$ cat config.mk
export PLATFORM = sky130hd
export DESIGN_NAME = p4_egress_demux
export DESIGN_NICKNAME = d
export VERILOG_FILES = /design/src/rtl/p4_egress_demux.sv
export SDC_FILE = /design/constraint.sdc
export NUM_CORES = 1
export LEC_CHECK = 0
export ABC_AREA = 1
export CAP_MARGIN = 20
export CORE_AREA = 10 10 709 711
export CTS_BUF_LIST = sky130_fd_sc_hd__clkbuf_8
export DETAILED_ROUTE_END_ITERATION = 10
export DIE_AREA = 0 0 719 721
export GPL_TIMING_DRIVEN = 1
export REMOVE_ABC_BUFFERS = 1
export SLEW_MARGIN = 25
export SYNTH_ARGS = -nofsm -noshare
export SYNTH_HDL_FRONTEND = slang
export SYNTH_SLANG_ARGS = --single-unit
$ cat constraint.sdc
create_clock -name s_axis_aclk -period 3.43 [get_ports s_axis_aclk]
set_input_delay 0.686 -clock s_axis_aclk [delete_from_list [all_inputs] [get_ports s_axis_aclk]]
set_output_delay 0.686 -clock s_axis_aclk [all_outputs]
set_load 0.05 [all_outputs]
$ cat src/rtl/p4_egress_demux.sv
// p4_egress_demux: routes P4 packets to one of two AXIS egress ports or drops them, steered by queued metadata
module p4_egress_demux #(
    parameter int TDATA_NUM_BYTES      = 64,
    parameter int USER_META_DATA_WIDTH = 9,
    parameter int META_FIFO_DEPTH      = 4
) (
    input  logic                            s_axis_aclk,
    input  logic                            s_axis_aresetn,
    input  logic [USER_META_DATA_WIDTH-1:0] user_metadata_in,
    input  logic                            user_metadata_in_valid,
    input  logic [TDATA_NUM_BYTES*8-1:0]    s_axis_tdata,
    input  logic [TDATA_NUM_BYTES-1:0]      s_axis_tkeep,
    input  logic                            s_axis_tvalid,
    input  logic                            s_axis_tlast,
    output logic                            s_axis_tready,
    output logic [TDATA_NUM_BYTES*8-1:0]    m0_axis_tdata,
    output logic [TDATA_NUM_BYTES-1:0]      m0_axis_tkeep,
    output logic                            m0_axis_tvalid,
    output logic                            m0_axis_tlast,
    input  logic                            m0_axis_tready,
    output logic [TDATA_NUM_BYTES*8-1:0]    m1_axis_tdata,
    output logic [TDATA_NUM_BYTES-1:0]      m1_axis_tkeep,
    output logic                            m1_axis_tvalid,
    output logic                            m1_axis_tlast,
    input  logic                            m1_axis_tready,
    output logic [31:0]                     pkt_cnt_0,
    output logic [31:0]                     pkt_cnt_1,
    output logic [31:0]                     drop_cnt,
    output logic                            meta_overflow
);

    localparam int AW = $clog2(META_FIFO_DEPTH);
    localparam logic [AW:0] PTR_ONE = 1;
    localparam logic [31:0] CNT_ONE = 1;

    typedef enum logic {IDLE, FWD} state_t;

    // Only the drop and port bits steer routing, so the FIFO keeps just those two
    logic [1:0]  mem_q [META_FIFO_DEPTH];
    logic [AW:0] wr_ptr_q, wr_ptr_d, rd_ptr_q, rd_ptr_d;
    state_t      state_q, state_d;
    logic        sel_drop_q, sel_drop_d, sel_port_q, sel_port_d;
    logic [31:0] cnt0_q, cnt0_d, cnt1_q, cnt1_d, cntd_q, cntd_d;
    logic        ovf_q, ovf_d;
    logic        empty, full, push, pop, fire, done;
    logic [1:0]  head;
    logic        unused_meta;

    assign unused_meta = ^user_metadata_in;

    // FIFO status and handshake qualifiers; a pop in the same cycle frees the slot a full-FIFO push needs
    always_comb begin
        empty = wr_ptr_q == rd_ptr_q;
        full  = (wr_ptr_q[AW] != rd_ptr_q[AW]) && (wr_ptr_q[AW-1:0] == rd_ptr_q[AW-1:0]);
        head  = mem_q[rd_ptr_q[AW-1:0]];
        pop   = (state_q == IDLE) && !empty && s_axis_tvalid;
        push  = user_metadata_in_valid && (!full || pop);
        fire  = (state_q == FWD) && s_axis_tvalid && s_axis_tready;
        done  = fire && s_axis_tlast;
    end

    // Zero-latency steering: selected port mirrors the input stream, dropped packets are sunk
    always_comb begin
        s_axis_tready  = (state_q == FWD) && (sel_drop_q || (sel_port_q ? m1_axis_tready : m0_axis_tready));
        m0_axis_tvalid = (state_q == FWD) && !sel_drop_q && !sel_port_q && s_axis_tvalid;
        m1_axis_tvalid = (state_q == FWD) && !sel_drop_q && sel_port_q && s_axis_tvalid;
        m0_axis_tdata  = s_axis_tdata;
        m0_axis_tkeep  = s_axis_tkeep;
        m0_axis_tlast  = s_axis_tlast;
        m1_axis_tdata  = s_axis_tdata;
        m1_axis_tkeep  = s_axis_tkeep;
        m1_axis_tlast  = s_axis_tlast;
        pkt_cnt_0      = cnt0_q;
        pkt_cnt_1      = cnt1_q;
        drop_cnt       = cntd_q;
        meta_overflow  = ovf_q;
    end

    // Next-state: pointers, packet FSM with latched routing, counters and sticky overflow
    always_comb begin
        wr_ptr_d   = push ? wr_ptr_q + PTR_ONE : wr_ptr_q;
        rd_ptr_d   = pop ? rd_ptr_q + PTR_ONE : rd_ptr_q;
        state_d    = pop ? FWD : (done ? IDLE : state_q);
        sel_drop_d = pop ? head[1] : sel_drop_q;
        sel_port_d = pop ? head[0] : sel_port_q;
        cnt0_d     = cnt0_q + ((done && !sel_drop_q && !sel_port_q) ? CNT_ONE : '0);
        cnt1_d     = cnt1_q + ((done && !sel_drop_q && sel_port_q) ? CNT_ONE : '0);
        cntd_d     = cntd_q + ((done && sel_drop_q) ? CNT_ONE : '0);
        ovf_d      = ovf_q || (user_metadata_in_valid && full && !pop);
    end

    // Metadata storage; contents are meaningless until the write pointer covers them, so no reset
    always_ff @(posedge s_axis_aclk) begin
        if (push) mem_q[wr_ptr_q[AW-1:0]] <= {user_metadata_in[8], user_metadata_in[0]};
    end

    // All control state; async reset abandons any in-flight packet and empties the FIFO
    always_ff @(posedge s_axis_aclk or negedge s_axis_aresetn) begin
        if (!s_axis_aresetn) begin
            wr_ptr_q   <= '0;
            rd_ptr_q   <= '0;
            state_q    <= IDLE;
            sel_drop_q <= 1'b0;
            sel_port_q <= 1'b0;
            cnt0_q     <= '0;
            cnt1_q     <= '0;
            cntd_q     <= '0;
            ovf_q      <= 1'b0;
        end else begin
            wr_ptr_q   <= wr_ptr_d;
            rd_ptr_q   <= rd_ptr_d;
            state_q    <= state_d;
            sel_drop_q <= sel_drop_d;
            sel_port_q <= sel_port_d;
            cnt0_q     <= cnt0_d;
            cnt1_q     <= cnt1_d;
            cntd_q     <= cntd_d;
            ovf_q      <= ovf_d;
        end
    end

endmodule

==> reports/qor.csv <==
stage,metric,value,unit
layout,Final #Nets,1583,
critical_path,CP max-delay cell,clkdlybuf4s50_1,
yosys,register area share after synthesis,0.194,
yosys,cells after synthesis,1992,
critical_path,CP startpoint kind,register,
yosys,largest cells by area after synthesis,"buf_4 58%, dfrtp_1 18%, nand2_1 8.4%",
route,# DRC,0,
timing,worst-margin pin slew,876,ps
clock_tree,post-cts repair resize count,0,
yosys,Cell variety after synth,19,
outcome,status,finished clean,
timing,Max Transition Viols Final,0,
power,P_sw,0.00174,W
critical_path,CP required,2740,ps
floorplan,full die area,518000,sq um
placement,HPWL Detailed,700000,um
clock_tree,H-Tree Depth,4,
timing,setup violators final,0,
clock_tree,"CTS clk-pin slew, worst paths",200,ps
hold_path,worst hold path type,in -> async,
floorplan,row count,257,
power,Pwr Density,266,nW/um^2
timing,final clock period utilization by the worst path,0.814,
critical_path,Worst path top cell family by delay,buffers and inverters,
critical_path,Worst path depth,1,
timing,Setup Skew,115,ps
route,Total Wirelength,736000,um
critical_path,data arrival time of the critical path,2100,ps
power,Int Power,0.00250,W
critical_path,CP cell instances,clkdlybuf4s50_1,
critical_path,critical path class,reg -> out,
critical_path,R2R depth,16,
global_routing,GRT Overall Usage,0.272,
yosys,Ys Warns,0,
timing,final setup TNS,0,ps
yosys,"FF+latch count, synth",114,
route,Routed WL per cell,98.6,um
floorplan,Horiz. Die Dim,719,um
power,Clk pwr share,0.398,
clock_tree,clk sinks,114,
yosys,Yosys top cell area share,0.581,
clock_tree,clk buf depth,3,
route,Via density,1.72,
placement,number of buffers inserted by port buffering,110,
power,Logic pwr share,0.219,
route,1st-pass router iterations,5,
floorplan,I/O pins,1846,
global_routing,grt ovf,0,
floorplan,initial core utilization,0.0305,
floorplan,core area,488000,sq um
global_routing,vias in the first global route,8689,
layout,number of fill cells,58100,
clock_tree,cts hold-fix bufs,0,
job,maxcap violations,0,
global_routing,initial antenna violation count,4,
power,Max rail drop VDD,412,uV
floorplan,Die H,721,um
timing,final hold violation count,0,
clock_tree,clock buffer count from CTS,25,
global_routing,largest net degree at the start of global routing,66,
global_routing,global-route wire length before repair,758000,um
power,Seq pwr share,0.383,
timing,worst rel slew slack,0.416,
route,initial DRC count,2034,
layout,ratio of cells with drive above 1 in the final layout,0.103,
yosys,Synth Cell Area,14900,sq um
critical_path,CP peak stage delay,880,ps
timing,RSZ-0062 raised after global routing,false,
clock_tree,Root Driver,clkbuf_8,
route,via count,12800,
timing,fmax,358,MHz
critical_path,crit end category,primary output,
layout,share of the core filled with cells,0.0326,
yosys,Synth area leader,buf_4,
clock_tree,CTS tree,built,
placement,GPL Wtd Cong,0.958,
power,P_leak,3.49,nW
layout,Area growth syn-to-layout,6.73,%
critical_path,Critical Path Fanout Max,4,
timing,Tmin final,2790,ps
route,post-route ant nets,0,
critical_path,critical path buffer and inverter count,1,
clock_tree,clock latency on the worst-skew pair,660,ps
clock_tree,"Setup Fix Bufs, Post-CTS",0,
power,switching part of the total power,0.411,
yosys,Syn Area/Cell,7.49,sq um
[power groups by stage]
stage               logic, W  clock network, W  registers, W
floorplan           0.000409                 0       0.00179
global placement    0.000920                 0       0.00164
detailed placement  0.000929                 0       0.00165
CTS                 0.000933           0.00179       0.00162
global route         0.00102           0.00185       0.00164
finish              0.000928           0.00169       0.00162
[sequential cells by signal, indices dropped and copies added (netlist names)]
signal and cells:
state_q 1, rd_ptr_q 3, sel_port_q 1, meta_overflow 1, sel_drop_q 1, mem_q 8, pkt_cnt_1 32, wr_ptr_q 3
pkt_cnt_0 32, drop_cnt 32
[cell type report]
class | instances | area, sq um | share of cell area
clock inverters | 4 | 17.5 | 0.00110
flip-flops and latches | 114 | 2890 | 0.182
well taps | 6475 | 8100 | 0.509
inverters | 79 | 297 | 0.0186
diodes | 1 | 2.50 | 0.000157
repair buffers | 115 | 1160 | 0.0729
clock buffers | 28 | 385 | 0.0242
multi-input cells | 645 | 3060 | 0.192
[logic make-up after synthesis]
logic type / after synthesis / synth area share
xor gates and xnor gates: 46 / 0.0270
and+or+nand+nor: 586 / 0.168
buffers and inverters: 1233 / 0.601
adders and majority gates: 11 / 0.00923
DFF: 114 / 0.194
AOI/OAI and AO/OA: 2 / 0.000839
[synth_stat cells]
library cell and number:
buf_4 1154, nand2_1 335, nor2_1 134, dfrtp_1 106, inv_1 75, nand3_1 59
xor2_1 32, nor2_2 22, nand2_2 15, xnor2_1 14, nor2_4 12, ha_1 11
edfxtp_1 8, nand2_4 5, inv_2 4, nand3b_1 2, nand4_1 2, o21ai_0 1
o21bai_1 1
[stage by stage]
stage	setup slack (ps)	total power [W]	hold WS, ps	area, sq um	instances
2_1_floorplan	793	0.00220	390	6250	838
4_1_cts	603	0.00434	42.7	15900	7460
6_report	639	0.00424	5.53	15900	7461
3_3_place_gp	376	0.00256	465	15500	7428
3_5_place_dp	354	0.00257	469	15500	7428
5_1_grt	571	0.00451	49.9	15900	7460
[routing by layer]
| metal | share of wire | global-route usage | vias up |
|---|---|---|---|
| met2 | 0.48 | 0.469 | 4471 |
| met3 | 0.28 | 0.377 | 484 |
| met1 | 0.11 | 0.0767 | 4959 |
| met4 | 0.11 | 0.229 | 76 |
| li1 | - | - | 2839 |
| met5 | 0.018 | 0.181 | - |
[final timing paths]
| kind | startpoint | endpoint | slack, ps |
|---|---|---|---|
| worst max-delay path | pkt_cnt_1[13] | pkt_cnt_1[13] | 640 |
| worst min-delay path | s_axis_aresetn | pkt_cnt_1[13] | 6 |
| worst max register to register | sel_port_q | pkt_cnt_1[24] | 1010 |
| worst min register to register | meta_overflow | meta_overflow | 490 |
| max in group asynchronous | s_axis_aresetn | drop_cnt[20] | 2620 |
| min in group s_axis_aclk | meta_overflow | meta_overflow | 490 |
[placed cells by master, fill, tap and decap left out, types with 14 or more instances in the layout]
| cell type | count |
|---|---|
| clkbuf_8 | 28 |
| nor2_2 | 22 |
| xnor2_1 | 14 |
| nand2_1 | 335 |
| nand3_1 | 59 |
| clkdlybuf4s50_1 | 102 |
| nand2_2 | 15 |
| xor2_1 | 32 |
| nor2_1 | 134 |
| dfrtp_1 | 106 |
| inv_1 | 77 |
(Power assumes the default switching activity.)
